===== src/rtl/mips_debug_pkg.sv =====
`default_nettype none
// ============================================================================
// Module   : mips_debug_pkg
// Purpose  : Shared types and constants for the MIPS run-control/debug unit.
// Revision : 1.0 - initial release
// ============================================================================
package mips_debug_pkg;

    typedef enum logic [1:0] {
        HALT = 2'd0,
        RUN  = 2'd1,
        STEP = 2'd2
    } dbg_state_t;

    localparam int CYCLE_W = 32;
    localparam logic [CYCLE_W-1:0] c_cycle_max = '1;

endpackage
`default_nettype wire


===== src/rtl/mips_debug_ctrl_edge_detect.sv =====
`default_nettype none
// ============================================================================
// Module   : debug_edge_detect
// Purpose  : Rising-edge detector; history resets high so a held level is not an edge.
// Revision : 1.0 - initial release
// ============================================================================
module debug_edge_detect #(
    parameter int W = 1
) (
    input  logic         clk,
    input  logic         reset,
    input  logic [W-1:0] btn,
    output logic [W-1:0] rise
);

    logic [W-1:0] r_btn_q;

    always_ff @(posedge clk) begin
        if (!reset) begin
            r_btn_q <= '1;
        end else begin
            r_btn_q <= btn;
        end
    end

    assign rise = btn & ~r_btn_q;

endmodule
`default_nettype wire


===== src/rtl/mips_debug_ctrl.sv =====
`default_nettype none
// ============================================================================
// Module   : mips_debug_ctrl
// Purpose  : Run/halt/step/breakpoint control of the MIPS core plus a
//            registered N-source debug readout with a valid flag.
// Revision : 1.0 - initial release
// ============================================================================
module mips_debug_ctrl
    import mips_debug_pkg::*;
#(
    parameter int ADDR_W = 10,
    parameter int DATA_W = 32,
    parameter int PC_W   = 32,
    parameter int N_SRC  = 4,
    parameter int SEL_W  = $clog2(N_SRC)
) (
    input  logic                    clk,
    input  logic                    reset,
    input  logic                    run_btn,
    input  logic                    halt_btn,
    input  logic                    step_btn,
    input  logic                    bp_en,
    input  logic [PC_W-1:0]         bp_addr,
    input  logic [PC_W-1:0]         core_pc,
    output logic                    core_enable,
    output logic                    halted,
    output logic [CYCLE_W-1:0]      cycle_count,
    input  logic [ADDR_W-1:0]       derreference,
    input  logic [SEL_W-1:0]        select,
    output logic [ADDR_W-1:0]       rd_addr,
    input  logic [N_SRC*DATA_W-1:0] src_data,
    output logic [DATA_W-1:0]       word,
    output logic                    word_valid
);

    logic [2:0]         w_rise;
    logic               w_halt_e;
    logic               w_run_e;
    logic               w_step_e;
    dbg_state_t         r_state;
    dbg_state_t         w_next;
    logic               r_resume;
    logic               w_bp_hit;
    logic [CYCLE_W-1:0] r_cycle_cnt;
    logic [ADDR_W-1:0]  r_rd_addr;
    logic [SEL_W-1:0]   r_sel_q;
    logic [31:0]        w_sel_ext;
    logic [DATA_W-1:0]  w_word_next;
    logic [DATA_W-1:0]  r_word;
    logic [1:0]         r_vld_sr;
    logic               w_stable;

    debug_edge_detect #(.W(3)) u_edge (
        .clk   (clk),
        .reset (reset),
        .btn   ({step_btn, run_btn, halt_btn}),
        .rise  (w_rise)
    );

    assign w_halt_e = w_rise[0];
    assign w_run_e  = w_rise[1];
    assign w_step_e = w_rise[2];

    // resume masks the breakpoint so a run from a breakpoint executes that instruction
    assign w_bp_hit = bp_en && (core_pc == bp_addr) && !r_resume;

    always_ff @(posedge clk) begin
        if (!reset) begin
            r_state <= HALT;
        end else begin
            r_state <= w_next;
        end
    end

    always_comb begin
        w_next = r_state;
        case (r_state)
            HALT: begin
                if (w_halt_e)      w_next = HALT;
                else if (w_run_e)  w_next = RUN;
                else if (w_step_e) w_next = STEP;
            end
            RUN:     if (w_bp_hit || w_halt_e) w_next = HALT;
            STEP:    w_next = HALT;
            default: w_next = HALT;
        endcase
    end

    always_comb begin
        core_enable = 1'b0;
        halted      = 1'b0;
        case (r_state)
            HALT:    halted      = 1'b1;
            RUN:     core_enable = !w_bp_hit;
            STEP:    core_enable = 1'b1;
            default: halted      = 1'b1;
        endcase
    end

    always_ff @(posedge clk) begin
        if (!reset) begin
            r_resume    <= 1'b0;
            r_cycle_cnt <= '0;
        end else begin
            if (r_state == HALT && w_next == RUN) begin
                r_resume <= 1'b1;
            end else if (r_state == RUN) begin
                r_resume <= 1'b0;
            end
            if (core_enable && r_cycle_cnt != c_cycle_max) begin
                r_cycle_cnt <= r_cycle_cnt + 1'b1;
            end
        end
    end

    assign cycle_count = r_cycle_cnt;

    // Readout: address/select registered first, source word captured one cycle later
    assign w_stable  = (derreference == r_rd_addr) && (select == r_sel_q);
    assign w_sel_ext = 32'(r_sel_q);

    always_comb begin
        w_word_next = '0;
        for (int k = 0; k < N_SRC; k++) begin
            if (w_sel_ext == k) w_word_next = src_data[k*DATA_W +: DATA_W];
        end
    end

    always_ff @(posedge clk) begin
        if (!reset) begin
            r_rd_addr <= '0;
            r_sel_q   <= '0;
            r_word    <= '0;
            r_vld_sr  <= 2'b00;
        end else begin
            r_rd_addr <= derreference;
            r_sel_q   <= select;
            r_word    <= w_word_next;
            r_vld_sr  <= {r_vld_sr[0] & w_stable, w_stable};
        end
    end

    assign rd_addr    = r_rd_addr;
    assign word       = r_word;
    assign word_valid = r_vld_sr[1];

endmodule
`default_nettype wire


===== config.mk =====
export PLATFORM = sky130hd
export DESIGN_NAME = mips_debug_ctrl
export DESIGN_NICKNAME = d
export VERILOG_FILES = /design/src/rtl/mips_debug_pkg.sv /design/src/rtl/mips_debug_ctrl_edge_detect.sv /design/src/rtl/mips_debug_ctrl.sv
export SDC_FILE = /design/constraint.sdc
export NUM_CORES = 1
export LEC_CHECK = 0
export CAP_MARGIN = 20
export CORE_MARGIN = 3
export CORE_UTILIZATION = 33
export CTS_CLUSTER_SIZE = 10
export DETAILED_ROUTE_END_ITERATION = 16
export PLACE_DENSITY_LB_ADDON = 0.2
export SLEW_MARGIN = 5
export SYNTH_ARGS = -nofsm -noshare
export SYNTH_HDL_FRONTEND = slang
export SYNTH_SLANG_ARGS = --single-unit

===== constraint.sdc =====
create_clock -name clk -period 2.2 [get_ports clk]
set_input_delay 0.33 -clock clk [delete_from_list [all_inputs] [get_ports clk]]
set_output_delay 0.33 -clock clk [all_outputs]
set_load 0.02 [all_outputs]

* Yosys cells after proc, flatten, opt, wreduce, memory -nomap -nowiden *
Cells that the tools add are included.

word-level totals
  register bits = 84
  input bits = 210
  output and inout bits = 77
  logic and storage cells = 47

operators by class
  add/sub/neg operators = 1
  equality and inequality tests = 10
  mux-type cells = 13
  bitwise gates (word level) = 3
  reductions and logical operators = 12

operators by type and width
  operator                                                               number
  32-bit 2-to-1 mux                                                      4
  32-bit by 1-bit adder with 32-bit output, second input constant        1
  32-bit equality test                                                   1
  32-bit zero test                                                       1
  32-bit inequality test, second input constant                          1
  10-bit equality test                                                   1
  2-bit 2-to-1 mux                                                       4
  2-bit by 1-bit equality test with 1-bit output, second input constant  3
  2-bit equality test, second input constant                             3
  1-bit logical AND                                                      5
  2-bit case mux with 2 select lines                                     1
  3-bit AND                                                              1
  1-bit 2-to-1 mux                                                       3
  3-bit inverter                                                         1
  2-bit equality test                                                    1
  1-bit zero test                                                        2
  2-bit zero test                                                        1
  1-bit case mux with 2 select lines                                     1
  2-bit nonzero test                                                     1
  2-bit OR reduction                                                     1
  1-bit AND                                                              1
  1-bit logical OR                                                       1

* Longest topological paths before layout *
Gate-level depths: netlist of run 1.

  depth after elaboration = 9
  depth in mapped cells = 10
  mapped depth without buffers = 7

* Hierarchy *
A second synthesis of run 1 with hierarchy kept.

unflattened totals
  cell total of the unflattened synthesis = 425
  area, all modules = 4458.0 um^2

by module, submodules not included
  module             instances  cells each  area each (um^2)  sequential area each (um^2)
  mips_debug_ctrl    1          416         4337.9            1621.6
  debug_edge_detect  1          9           120.1             60.1

* Least setup slack after synthesis of run 1 *
No wires, ideal clock.

  path kind = register -> register
  from = register r_cycle_cnt[24] (netlist: cycle_count[24])
  to = register r_cycle_cnt[0] (netlist: cycle_count[0])
  setup time = 0.130 ns
  arrival = 2.318 ns
  data required time = 2.070 ns
  slack = -0.248 ns
  cell stages (with the launch flop) = 11
  buffers on the path = 3
  period minus slack after synthesis = 2.448 ns
  path through = dfxtp_1 > and4_1 > nand4_1 > or2_1 > buf_2 > or4_4 > nand3_4 > buf_8 > buf_12 > xor2_1 > nor2_1

on the way
  word-level cells in the longest chain between the ends = 2

RTL lines
  item                      RTL line                source
  start: declaration        mips_debug_ctrl.sv:44   logic [CYCLE_W-1:0] r_cycle_cnt;
  start signal: assignment  mips_debug_ctrl.sv:111  r_cycle_cnt <= r_cycle_cnt + 1'b1;
  32-bit inequality test    mips_debug_ctrl.sv:110  if (core_enable && r_cycle_cnt != c_cycle_max) begin
  1-bit logical AND         mips_debug_ctrl.sv:110

Every way passes these cells.
A chain may end at the register's enable or synchronous reset.

* Worst setup path in the final report of run 1 *
  from = input bp_addr[17]
  to = output core_enable

on the way
  word-level cells in the longest chain between the ends = 5

RTL lines
  item                                RTL line               source
  start: declaration                  mips_debug_ctrl.sv:23  input logic [PC_W-1:0] bp_addr,
  32-bit equality test                mips_debug_ctrl.sv:65  assign w_bp_hit = bp_en && (core_pc == bp_addr) && !r_resume;
  1-bit logical AND (2 in a row)      mips_debug_ctrl.sv:65
  1-bit zero test                     mips_debug_ctrl.sv:94  RUN: core_enable = !w_bp_hit;
  1-bit case mux with 2 select lines  mips_debug_ctrl.sv:92  case (r_state)
  end: declaration                    mips_debug_ctrl.sv:25  output logic core_enable,

Every way passes these cells.

==> qor.csv, run 1 <==
stage,metric,value,unit
die,die_w,122.4,um
logic_synthesis,ys_seq_elements,84,
place,portBuffers,286,
drt,avgViaCountPerCell,4.951,
timing,hold_violations,0,
timing,period_needed,2.251,ns
critical_path,end_kind,primary output,
drt,vias,4560,
die,design.core.area,0.01293,mm2
die,start_util,34.61,%
die,num_io_pins,287,
clock_network,clock-sinks,84,
die,rows,41,
timing,worstMarginPinSlew,0.4371,ns
worst_hold_path,hold_path_end,u_edge.r_btn_q[0],
drt,wl,16.03,mm
layout,layout_commonest_cell,clkdlybuf4s50_1,
critical_path,cp.required,1.87,ns
drt,antenna_left,0,
critical_path,cp_max_fo,2,
layout,final_net_count,958,
worst_hold_path,min_from,reset,
critical_path,cp-startpoint,bp_addr[17],
timing,setup_tns,-0.06655,ns
global_routing,antenna_found_initial,0,
logic_synthesis,async_reset_ff_share,0,%
logic_synthesis,yosysSeqAreaShare,37.58,%
drt,drtIter0Drc,359,
timing,clock_skew,0.008297,ns
critical_path,r2r-end,cycle_count[30],
timing,rsz0062_at_grt,true,
logic_synthesis,syn_area,0.004474,mm2
layout,area_growth,83.00,%
critical_path,path_class,in -> out,
flow_run,cap_violations,0,
clock_network,postCtsHoldBufs,0,
drt,wl_per_cell,17.41,um
clock_network,h-tree-depth,3,
timing,fin_ws,-0.05088,ns
status,failed_checks,setup timing,
timing,fmax,444.3,MHz
layout,fillerInstances,1089,
global_routing,grt_pass1_vias,4739,
global_routing,grt.overflow.total,0,
critical_path,cp.arrival,1.92,ns
timing,slew_violations,0,
clock_network,cts_buffers,9,
logic_synthesis,synth-edff-count,0,
global_routing,grt_pass1_wl,24.33,mm
logic_synthesis,syn_nets,647,
drt,dr.pass1.iters,4,
clock_network,root_buffer,clkbuf_16,
timing,fin_crit_sh,102.3,%
critical_path,critPathLaunchType,input pin,
place,place_area,0.007739,mm2
die,die_h,122.4,um
layout,mostFrequentLayoutCells,"clkdlybuf4s50_1 (276), dfxtp_1 (69), and2_1 (45)",
layout,seqCellArea,0.001718,mm2
layout,final_area,0.008188,mm2
timing,slew_headroom,70.86,%
logic_synthesis,avgSynthCellArea,10.33,um2
power,ir_drop,0.3350,mV
die,die-area,0.01499,mm2
global_routing,grt_max_degree,34,
clock_network,clockBufferDepth,2,
logic_synthesis,synth_warnings,0,
worst_hold_path,min_path_cells,2,
worst_hold_path,hp-class,in -> reg,
power,powerDensity,502.6,mW/mm2
critical_path,r2r-start,cycle_count[10],
layout,multi_input_area,0.002743,mm2
timing,fin_hold_ws,0.3481,ns
logic_synthesis,synth-main-ff-cell,dfxtp_1,
place,gp_congestion,0.8645,
status,outcome,"finished, violations left",
clock_network,clk_pin_slew,0.06,ns
critical_path,ff2ff_setup_slack,-0.02,ns
logic_synthesis,postSynthCellCount,433,
critical_path,r2r_cells,6,
clock_network,insertion_delay,0.33,ns
clock_network,cts_tree,done,
power,leakage,2.912,nW
logic_synthesis,ys_types,45,
global_routing,grt.total_usage,21.02,%
layout,drive_gt1_share,16.96,%
layout,antenna_cells,0,
place,dp_hpwl,13.04,mm
timing,setup_viol,2,
drt,drc_errors,0,
==> layout make-up <==
class                   count  area share [%]
well taps                 172           2.628
repair buffers            322           38.34
clock buffers              12           3.270
flip-flops and latches     84           20.98
clock inverters             4          0.6418
inverters                  14          0.6418
multi-input cells         313           33.50
==> cell families (layout without fill, tap and decap cells) <==
kind of cell	after synthesis	in the layout	share of synthesized area (%)
AOI/OAI and AO/OA	42	42	6.264
and+or+nand+nor	176	178	23.63
buffers and inverters	38	352	3.887
adders and majority gates	4	4	1.119
DFF	84	84	37.58
xor gates and xnor gates	48	48	9.396
muxes	41	41	18.12
==> how the worst max path moves through the flow <==
stage,cells past startpoint,slack (ns),end
floorplan,10,-0.11,cycle_count[0]
global placement,9,-0.50,core_enable
detailed placement,9,-0.56,core_enable
CTS,8,-0.05,core_enable
global route,8,-0.14,core_enable
finish,8,-0.05,core_enable
==> critical path: stages <==
cell,delay (ns)
clkdlybuf4s50_1,0.49
xnor2_1,0.12
nand4_1,0.16
nor4_2,0.31
nand4_1,0.22
nand2_2,0.13
inv_2,0.04
buf_6,0.12
==> metrics by stage <==
step                total power [W]  instances  setup WS [ns]  util, %
global placement           0.002541        901        -0.5039    59.86
detailed placement         0.002558        901        -0.5590    59.86
CTS                        0.004171        918       -0.04776    62.53
floorplan                  0.001992        433        -0.1069        -
finish                     0.004115        921       -0.05088    63.34
global route               0.004286        921        -0.1352    63.34
==> state kept, by name (all words and copies together) (netlist names) <==
signal          count
word               32
r_vld_sr            2
r_resume            1
u_edge.r_btn_q      3
rd_addr            10
r_state             2
cycle_count        32
r_sel_q             2
==> routing by layer <==
layer | wire length (um) | track usage [%] | vias up | share of wire [%]
met5 | 0 | 0 | - | 0
met2 | 9138 | 41.26 | 168 | 57
met3 | 1134 | 5.576 | 16 | 7.1
met1 | 5496 | 21.47 | 2177 | 34
li1 | - | - | 2199 | -
met4 | 262 | 6.368 | 0 | 1.6
==> what timing repair did <==
action | in CTS | in global routing
gates resized for setup | 20 | 14
endpoints found under the setup margin | 24 | 29
pin swaps | 11 | 5
buffers inserted | 0 | 2
endpoints found under the hold margin | 0 | 0
cloned | 1 | 1
==> power breakdown <==
part | switching (W) | internal, W | leakage [nW] | total (W)
clock network | 0.000614 | 0.000985 | 0.155 | 0.00160
registers | 0.0000246 | 0.00158 | 0.700 | 0.00160
logic | 0.000305 | 0.000608 | 2.06 | 0.000913
total | 0.000944 | 0.00317 | 2.91 | 0.00412
==> cell usage after synthesis, types with 2 or more instances <==
cell	instances	area [um2]
nor2b_1	2	12.51
o21ai_1	3	15.01
mux2i_1	9	90.09
and4_1	2	17.52
nand4b_1	3	26.28
inv_1	14	52.55
mux4_2	32	720.7
nor4_1	13	81.33
and2_1	45	281.5
xor2_1	10	87.58
nand4_1	17	106.4
o21ai_0	6	30.03
nand4_2	2	25.02
o311ai_0	2	17.52
xnor2_1	38	332.8
and3_1	3	18.77
o41ai_1	2	17.52
nor2_1	11	41.29
clkbuf_1	15	56.30
dfxtp_1	84	1682
nor3_1	2	10.01
or3_1	11	68.82
buf_2	3	15.01
ha_1	4	50.05
or4_1	7	52.55
nand3_1	13	65.06
o31ai_1	7	52.55
a21oi_2	4	35.03
a21oi_1	12	60.06
nand2b_1	13	81.33
nand2_1	26	97.59
o21ai_2	2	17.52
buf_1	4	15.01
Power figures use the tool's default switching activity.
==> run 2: changes to the inputs <==
- CORE_UTILIZATION: 33 -> 37
- clock period: 2.2 -> 2.3 ns (I/O delays scaled with it)
==> qor.csv, run 2 (synthesized netlist as in run 1, its figures left out) <==
stage,metric,value,unit
drt,vias,4501,
critical_path,cp_max_fo,2,
drt,wl_per_cell,17.89,um
timing,setup_viol,0,
power,p_clk_share,40.1,%
timing,period_needed,2.226,ns
power,powerDensity,503.6,mW/mm2
critical_path,end_kind,primary output,
place,dp_hpwl,12.86,mm
timing,fin_crit_sh,96.77,%
flow_run,cap_violations,0,
global_routing,grt_pass1_wl,23.49,mm
drt,wl,15.76,mm
global_routing,grt.overflow.total,0,
critical_path,path_class,in -> out,
critical_path,critPathLaunchType,input pin,
clock_network,clk_pin_slew,0.06,ns
timing,worstMarginPinSlew,0.5281,ns
power,ir_drop,0.3175,mV
timing,hold_violations,0,
die,start_util,38.53,%
worst_hold_path,hp-class,in -> reg,
die,num_io_pins,287,
drt,avgViaCountPerCell,5.109,
layout,antenna_cells,0,
power,power_frac_comb,21.9,%
clock_network,clock-sinks,84,
power,p_switching,0.0008777,W
global_routing,grt_max_degree,48,
timing,slew_violations,0,
global_routing,antenna_found_initial,0,
timing,slew_headroom,64.42,%
power,power,0.004038,W
status,outcome,"complete, no violations",
drt,dr.pass1.iters,4,
power,leakage,2.884,nW
layout,area_growth,79.19,%
layout,layout_commonest_cell,clkdlybuf4s50_1,
timing,fmax,449.3,MHz
die,design.core.area,0.01161,mm2
layout,mostFrequentLayoutCells,"clkdlybuf4s50_1 (276), dfxtp_1 (69), and2_1 (45)",
critical_path,cp.required,1.96,ns
layout,drive_gt1_share,14.63,%
clock_network,cts_tree,done,
critical_path,cp.arrival,1.88,ns
global_routing,grt.total_usage,22.92,%
die,die_h,116.0,um
die,die_w,116.0,um
die,die-area,0.01345,mm2
clock_network,cts_buffers,9,
clock_network,insertion_delay,0.33,ns
power,pwr-share-seq,38.1,%
layout,final_net_count,947,
drt,antenna_left,0,
clock_network,clockBufferDepth,2,
place,portBuffers,286,
place,gp_congestion,0.8074,
place,place_area,0.007616,mm2
drt,drc_errors,0,
clock_network,root_buffer,clkbuf_16,
timing,clock_skew,0.005409,ns
drt,drtIter0Drc,194,
die,rows,39,
power,p_sw_share,21.74,%
clock_network,h-tree-depth,3,
timing,rsz0062_at_grt,true,
global_routing,grt_pass1_vias,4651,
power,intPower,0.003160,W
layout,final_area,0.008018,mm2
## run 2: stage by stage
step           setup TNS [ns]  hold WS, ns  std cells  setup slack [ns]  utilization, %
2_1_floorplan       -0.007722       0.4057        433         -0.007722               -
3_3_place_gp           -2.555       0.4214        863           -0.4367           65.58
3_5_place_dp           -2.649       0.4271        863           -0.4129           65.58
4_1_cts                     0       0.3094        879          0.005821           68.53
5_1_grt              -0.01248       0.3165        881          -0.01248           69.04
6_report                    0       0.3066        881           0.07425           69.04
## run 2: metal layers
metal / part of all wire [%] / global-route usage (%) / wire length [um]
met1: 33 / 22.39 / 5161
met2: 57 / 44.50 / 8973
met3: 7.7 / 7.728 / 1219
met4: 2.5 / 7.966 / 401
met5: 0 / 0 / 0
## run 2: power groups by stage
stage	registers (W)	logic (W)	clock network (W)
2_1_floorplan	0.00164	0.000274	0
3_3_place_gp	0.00157	0.000869	0
3_5_place_dp	0.00157	0.000887	0
4_1_cts	0.00154	0.000893	0.00164
5_1_grt	0.00154	0.000940	0.00172
6_report	0.00154	0.000882	0.00162
## run 2: worst max-delay path, cell delays in order
cell             delay, ns
clkdlybuf4s50_1       0.48
xnor2_1               0.12
nand4_1               0.13
nor4b_2               0.22
buf_4                 0.15
nand4_1               0.12
nand2_2               0.15
inv_2                 0.05
buf_6                 0.12
## run 2: final timing paths
| kind | depth (start not counted) | endpoint | slack (ns) | from |
|---|---|---|---|---|
| min | 3 | r_vld_sr[0] | 0.31 | reset |
| max | 9 | core_enable | 0.07 | core_pc[12] |
| min reg2reg | 1 | r_vld_sr[1] | 0.44 | r_vld_sr[0] |
| max reg2reg | 7 | cycle_count[11] | 0.13 | cycle_count[24] |
## run 2: area by class of cell
type	instances	area (um2)
fill	893	3596
timing repair buffer	312	3087
multi-input combinational	312	2659
sequential	84	1708
clock buffer	11	232.7
tap	143	178.9
clock inverter	5	100.1
inverter	14	52.55
## run 2: what timing repair did
item	in CTS	in global routing
pin swaps	4	13
endpoints found under the setup margin	1	23
setup buffers	0	1
gates resized for setup	7	15
hold buffers	0	0
hold endpoints to repair	0	0
cloned	0	1
==> RTL edit 1: new RTL, settings of run 2 <==
Put one more register stage on the output `rd_addr`, with the module's reset. The value now appears one clock later. The other outputs are not delayed to match.
--- a/src/rtl/mips_debug_ctrl.sv
+++ b/src/rtl/mips_debug_ctrl.sv
@@ -140,7 +140,13 @@
         end
     end
 
-    assign rd_addr    = r_rd_addr;
+    always_ff @(posedge clk) begin
+        if (!reset) begin
+            rd_addr <= '0;
+        end else begin
+            rd_addr <= r_rd_addr;
+        end
+    end
     assign word       = r_word;
     assign word_valid = r_vld_sr[1];
 
Function: changed (a bounded check fails within 4 cycles, from zero or initial values and one cycle with reset low).
==> RTL edit 1 against run 2 <==
The run now ends with negative setup slack left. Critical path depth fell by 2. Register-to-register slack got worse by 0.06 ns. Synthesized area rose by 7.4%. Sequential cell count rose by 10. Total power rose by 2.6%. Wire length rose by 9.1%. Hold slack improved by 0.13 ns. Final area rose by 10%. Cell count rose by 12%. Setup slack got worse by 0.15 ns. Critical path type unchanged.
==> RTL edit 1: results (changes against run 2) <==
[synth]
synth_cell_types = 45  ; unchanged
postSynthAreaPerCell_um2 = 10.0  ; -2.9%
sequential_element_share_of_the_synthesized_area = 0.392  ; +0.0157
ys_warn_count = 0  ; unchanged
syn_nets = 693  ; +7.1%
synth.area.top_cells = dfxtp_1, mux4_2, and2_1
ys_async_sr_fraction = 0  ; unchanged
synth_commonest_cells = dfxtp_1, and2_1, xnor2_1
yosys_most_used_dff = dfxtp_1

[grt]
first_global_vias = 5207  ; +12%
grt_pass1_wl_um = 25200  ; +7.3%
global_route.usage.met1 = 0.226  ; +0.00161
grt_util_met2 = 0.408  ; -0.0372
grt_util_met3 = 0.0796  ; +0.00236
grt_antenna_before_repair = 0  ; unchanged
groute.usage.overall = 0.220  ; -0.00959
grt_start_max_net_pins = 45  ; -6.3%

[final_layout]
instances_no_fill = 983  ; +12%
nFillCells = 969  ; +8.5%
layout-drive-gt1-share = 0.180  ; +0.0337
diodes = 0  ; unchanged
nets = 1020  ; +7.7%

[power_and_ir_drop]
leakage_nw = 3.48  ; +21%
switching_share = 0.255  ; +0.0373
ir_drop_mv = 0.348  ; +9.5%

[timing]
worstMarginPinSlew_ns = 0.491  ; -0.0370 ns
fin_ws_ns = -0.0782  ; -0.152 ns
worst_clock_skew_ns = 0.0110  ; +0.00559 ns
fin_tns_setup_ns = -0.322  ; -0.322 ns
setup-violations-final = 12  ; +12

[placed_design]
globalplace.congestion = 0.854  ; +5.8%
dpl.cell_count = 958  ; +11%
detailed_place_hpwl_um = 13200  ; +2.6%
buffer_ports.inserted = 286  ; unchanged
pre_cts_ws_ns = -0.853  ; -0.440 ns

[status]
outcome = complete, but fails checks
violations = negative setup slack

[drt]
drt_iter0_drc = 271  ; +40%
vias_per_cell = 5.14  ; +0.67%
wire_length_per_cell_um = 17.5  ; -2.2%
drt_pre_antenna_iters = 4  ; unchanged

[worst_setup_path]
critical_path.max_stage_delay_ns = 0.52  ; +0.04 ns
slowest_stage = clkdlybuf4s50_1
worstPathMaxFanout = 2  ; unchanged

[worst_hold_path]
worst_hold_path_type = flop to flop

[clock_network]
clkLatencyLatePin_ns = 0.34
htreeDepth = 3  ; unchanged
numCtsBuffers = 9  ; unchanged
clk_pin_slew_ns = 0.07
clock_path_buffers = 2  ; unchanged
clock_tree.root_cell = clkbuf_16

==> RTL edit 1: changes by cell type after synthesis, moves of 4 or more <==
cell,before,now
and2_1,45,57
dfxtp_1,84,94
nand2b_1,13,19
nand2_1,26,31
xnor2_1,38,33
a21oi_2,4,0
clkbuf_1,15,19
nor2_1,11,15
nor4_1,13,17
==> RTL edit 1: kinds of logic (layout without fill, tap and decap cells) <==
| family | Yosys count | after routing | share of synthesized area |
|---|---|---|---|
| xor gates and xnor gates | 43 | 43 | 0.0784 |
| and+or+nand+nor | 212 | 212 | 0.257 |
| DFF | 94 | 94 | 0.392 |
| adders and majority gates | 4 | 4 | 0.0104 |
| buffers and inverters | 40 | 372 | 0.0346 |
| AOI/OAI and AO/OA | 44 | 44 | 0.0570 |
| muxes | 42 | 42 | 0.171 |
==> RTL edit 1: stage by stage <==
stage	total power [mW]	utilization	cell area (um2)	hold WS, ns
6_report	4.14	0.696	8820	0.435
5_1_grt	4.31	0.696	8820	0.458
4_1_cts	4.15	0.672	8520	0.439
3_5_place_dp	2.68	0.643	8140	0.423
3_3_place_gp	2.66	0.643	8140	0.416
2_1_floorplan	2.11	-	4810	0.406
==> RTL edit 1: final cells by class <==
cell class	count	area, um2	area share
repair buffers	342	3390	0.384
flip-flops and latches	94	1890	0.214
clock buffers	9	225	0.0255
inverters	14	52.6	0.00596
multi-input cells	345	2990	0.339
clock inverters	7	65.1	0.00738
well taps	172	215	0.0244
==> RTL edit 1: worst max-delay path, delay by kind of cell <==
family	cells	cell delay (ns)
and+or+nand+nor	4	0.90
buffers and inverters	2	0.65
xor gates and xnor gates	1	0.13
==> RTL edit 1: final timing paths <==
check	start	endpoint	slack, ns	cells past startpoint
min reg2reg	r_vld_sr[0]	r_vld_sr[1]	0.43	1
max reg2reg	r_resume	cycle_count[12]	0.07	11
min	r_vld_sr[0]	r_vld_sr[1]	0.43	1
max	bp_addr[22]	core_enable	-0.08	7
==> RTL edit 1: repair_timing <==
item,CTS,global route
setup endpoints to repair,31,25
buffers inserted,2,7
gates resized for setup,31,63
pin swaps,4,30
cloned,0,1
==> RTL edit 1: layer usage <==
layer	routed length [um]	part of all wire
met1	5820	0.34
met2	9160	0.53
met3	1690	0.098
met4	517	0.030
met5	0	0
==> RTL edit 1: power groups by stage <==
stage | sequential (mW) | combinational [mW] | clock [mW]
floorplan | 1.82 | 0.285 | 0
global placement | 1.76 | 0.899 | 0
detailed placement | 1.77 | 0.915 | 0
CTS | 1.73 | 0.935 | 1.49
global route | 1.74 | 1.03 | 1.55
finish | 1.73 | 0.969 | 1.45
==> RTL edit 2: new RTL, settings of run 2 <==
Made on the original files. The parameter `DATA_W` goes from 32 to 40.
--- a/src/rtl/mips_debug_ctrl.sv
+++ b/src/rtl/mips_debug_ctrl.sv
@@ -9,7 +9,7 @@
     import mips_debug_pkg::*;
 #(
     parameter int ADDR_W = 10,
-    parameter int DATA_W = 32,
+    parameter int DATA_W = 40,
     parameter int PC_W   = 32,
     parameter int N_SRC  = 4,
     parameter int SEL_W  = $clog2(N_SRC)
Ports: changed (resized src_data and word); port bits go from 287 to 327. No check against the original RTL was run, so the function may have changed too.
==> RTL edit 2 against run 2 <==
Total power rose by 1.0%. Fmax barely moved. Setup slack improved by 0.00099 ns. Final area rose by 11%. Sequential cell count rose by 8. Via count rose by 9.9%. Synthesized area rose by 9.1%. Wire length rose by 16%. Critical path type unchanged. Largest cell class unchanged. Highest routed layer unchanged.
==> RTL edit 2: results (changes against run 2) <==
[status]
outcome = finished clean

[worst_setup_path]
slowest_stage = clkdlybuf4s50_1
reg2reg_setup_slack_ns = 0.11  ; -0.02 ns
ff2ff_path_depth = 11  ; +4
critical_path.startpoint = core_pc[26]
r2r_end = cycle_count[13]

[final_layout]
layout-drive-gt1-share = 0.139  ; -0.00721
nets = 1046  ; +10%
instances_no_fill = 977  ; +11%

[timing]
worst_slew_margin_rel = 0.695  ; +0.0506
period_share = 0.967  ; about the same
worst_clock_skew_ns = 0.00908  ; +0.00367 ns

[grt]
grt_start_max_net_pins = 30  ; -38%
grt_util_met3 = 0.0828  ; +0.00550
grt_pass1_wl_um = 27300  ; +16%
grt_antenna_before_repair = 0  ; unchanged
first_global_vias = 5288  ; +14%
groute.usage.overall = 0.243  ; +0.0142
global_route.usage.met1 = 0.248  ; +0.0241
grt_util_met2 = 0.451  ; +0.00624

[synth]
synth.area.top_cells = dfxtp_1, mux4_2, xnor2_1
synth_cell_types = 44  ; -2.2%
postSynthCellCount = 456  ; +5.3%
synth_commonest_cells = dfxtp_1, and2_1, xnor2_1
syn_nets = 702  ; +8.5%
sequential_element_share_of_the_synthesized_area = 0.377  ; +0.00160

[clock_network]
htreeDepth = 3  ; unchanged
post_cts.resized_instances = 9  ; +2
clock_tree.root_cell = clkbuf_16

[placed_design]
place_area_um2 = 8460  ; +11%
buffer_ports.inserted = 326  ; +14%
pre_cts_ws_ns = -0.406  ; +0.00670 ns
dpl.cell_count = 955  ; +11%
globalplace.congestion = 0.857  ; +6.1%
detailed_place_hpwl_um = 15400  ; +20%

[drt]
wirelength_met1_um = 6300  ; +22%
detailroute.via_count = 4947  ; +9.9%
drt_iter0_drc = 217  ; +12%
wire_length_per_cell_um = 18.7  ; +4.3%
length_of_routed_met2_wiring_um = 10000  ; +12%
route.met3.wl_um = 1310  ; +7.1%

[worst_hold_path]
worst_hold_path_type = flop to flop
worst_hold_path.num_cells = 1  ; -2

[power_and_ir_drop]
ir_drop_mv = 0.331  ; +4.4%
leakage_nw = 3.20  ; +11%

[RTL edit 2: cell count changes after synthesis, sizes merged, moves of 8 or more]
cell / change
and2: +19
xnor2: +10
mux4: +8
dfxtp: +8
a21oi: -15
a21boi: +15
[RTL edit 2: cells by family (layout without fill, tap and decap cells)]
group	count (synthesis)	after routing	share of synthesized area
adders and majority gates	4	4	0.0103
DFF	92	92	0.377
AOI/OAI and AO/OA	50	50	0.0751
muxes	43	43	0.191
and+or+nand+nor	180	180	0.224
buffers and inverters	35	384	0.0290
xor gates and xnor gates	52	52	0.0933
[RTL edit 2: cell type report]
class                           count  area [um2]
Clock buffer                       13         250
Clock inverter                      3        22.5
Fill cell                         988        3890
Inverter                           10        37.5
Multi-Input combinational cell    329        2960
Sequential cell                    92        1850
Tap cell                          172         215
Timing Repair Buffer              358        3560
[RTL edit 2: worst min-delay path by stage]
| stage | from | slack [ns] | end |
|---|---|---|---|
| 2_1_floorplan | r_vld_sr[0] | 0.41 | r_vld_sr[1] |
| 3_3_place_gp | r_vld_sr[0] | 0.42 | r_vld_sr[1] |
| 3_5_place_dp | r_vld_sr[0] | 0.42 | r_vld_sr[1] |
| 4_1_cts | r_vld_sr[0] | 0.44 | r_vld_sr[1] |
| 5_1_grt | r_vld_sr[0] | 0.44 | r_vld_sr[1] |
| 6_report | r_vld_sr[0] | 0.43 | r_vld_sr[1] |
[RTL edit 2: where the power goes]
| group | switching [mW] | internal [mW] |
|---|---|---|
| clock network | 0.594 | 0.763 |
| registers | 0.0422 | 1.67 |
| logic | 0.327 | 0.685 |
| total | 0.963 | 3.12 |
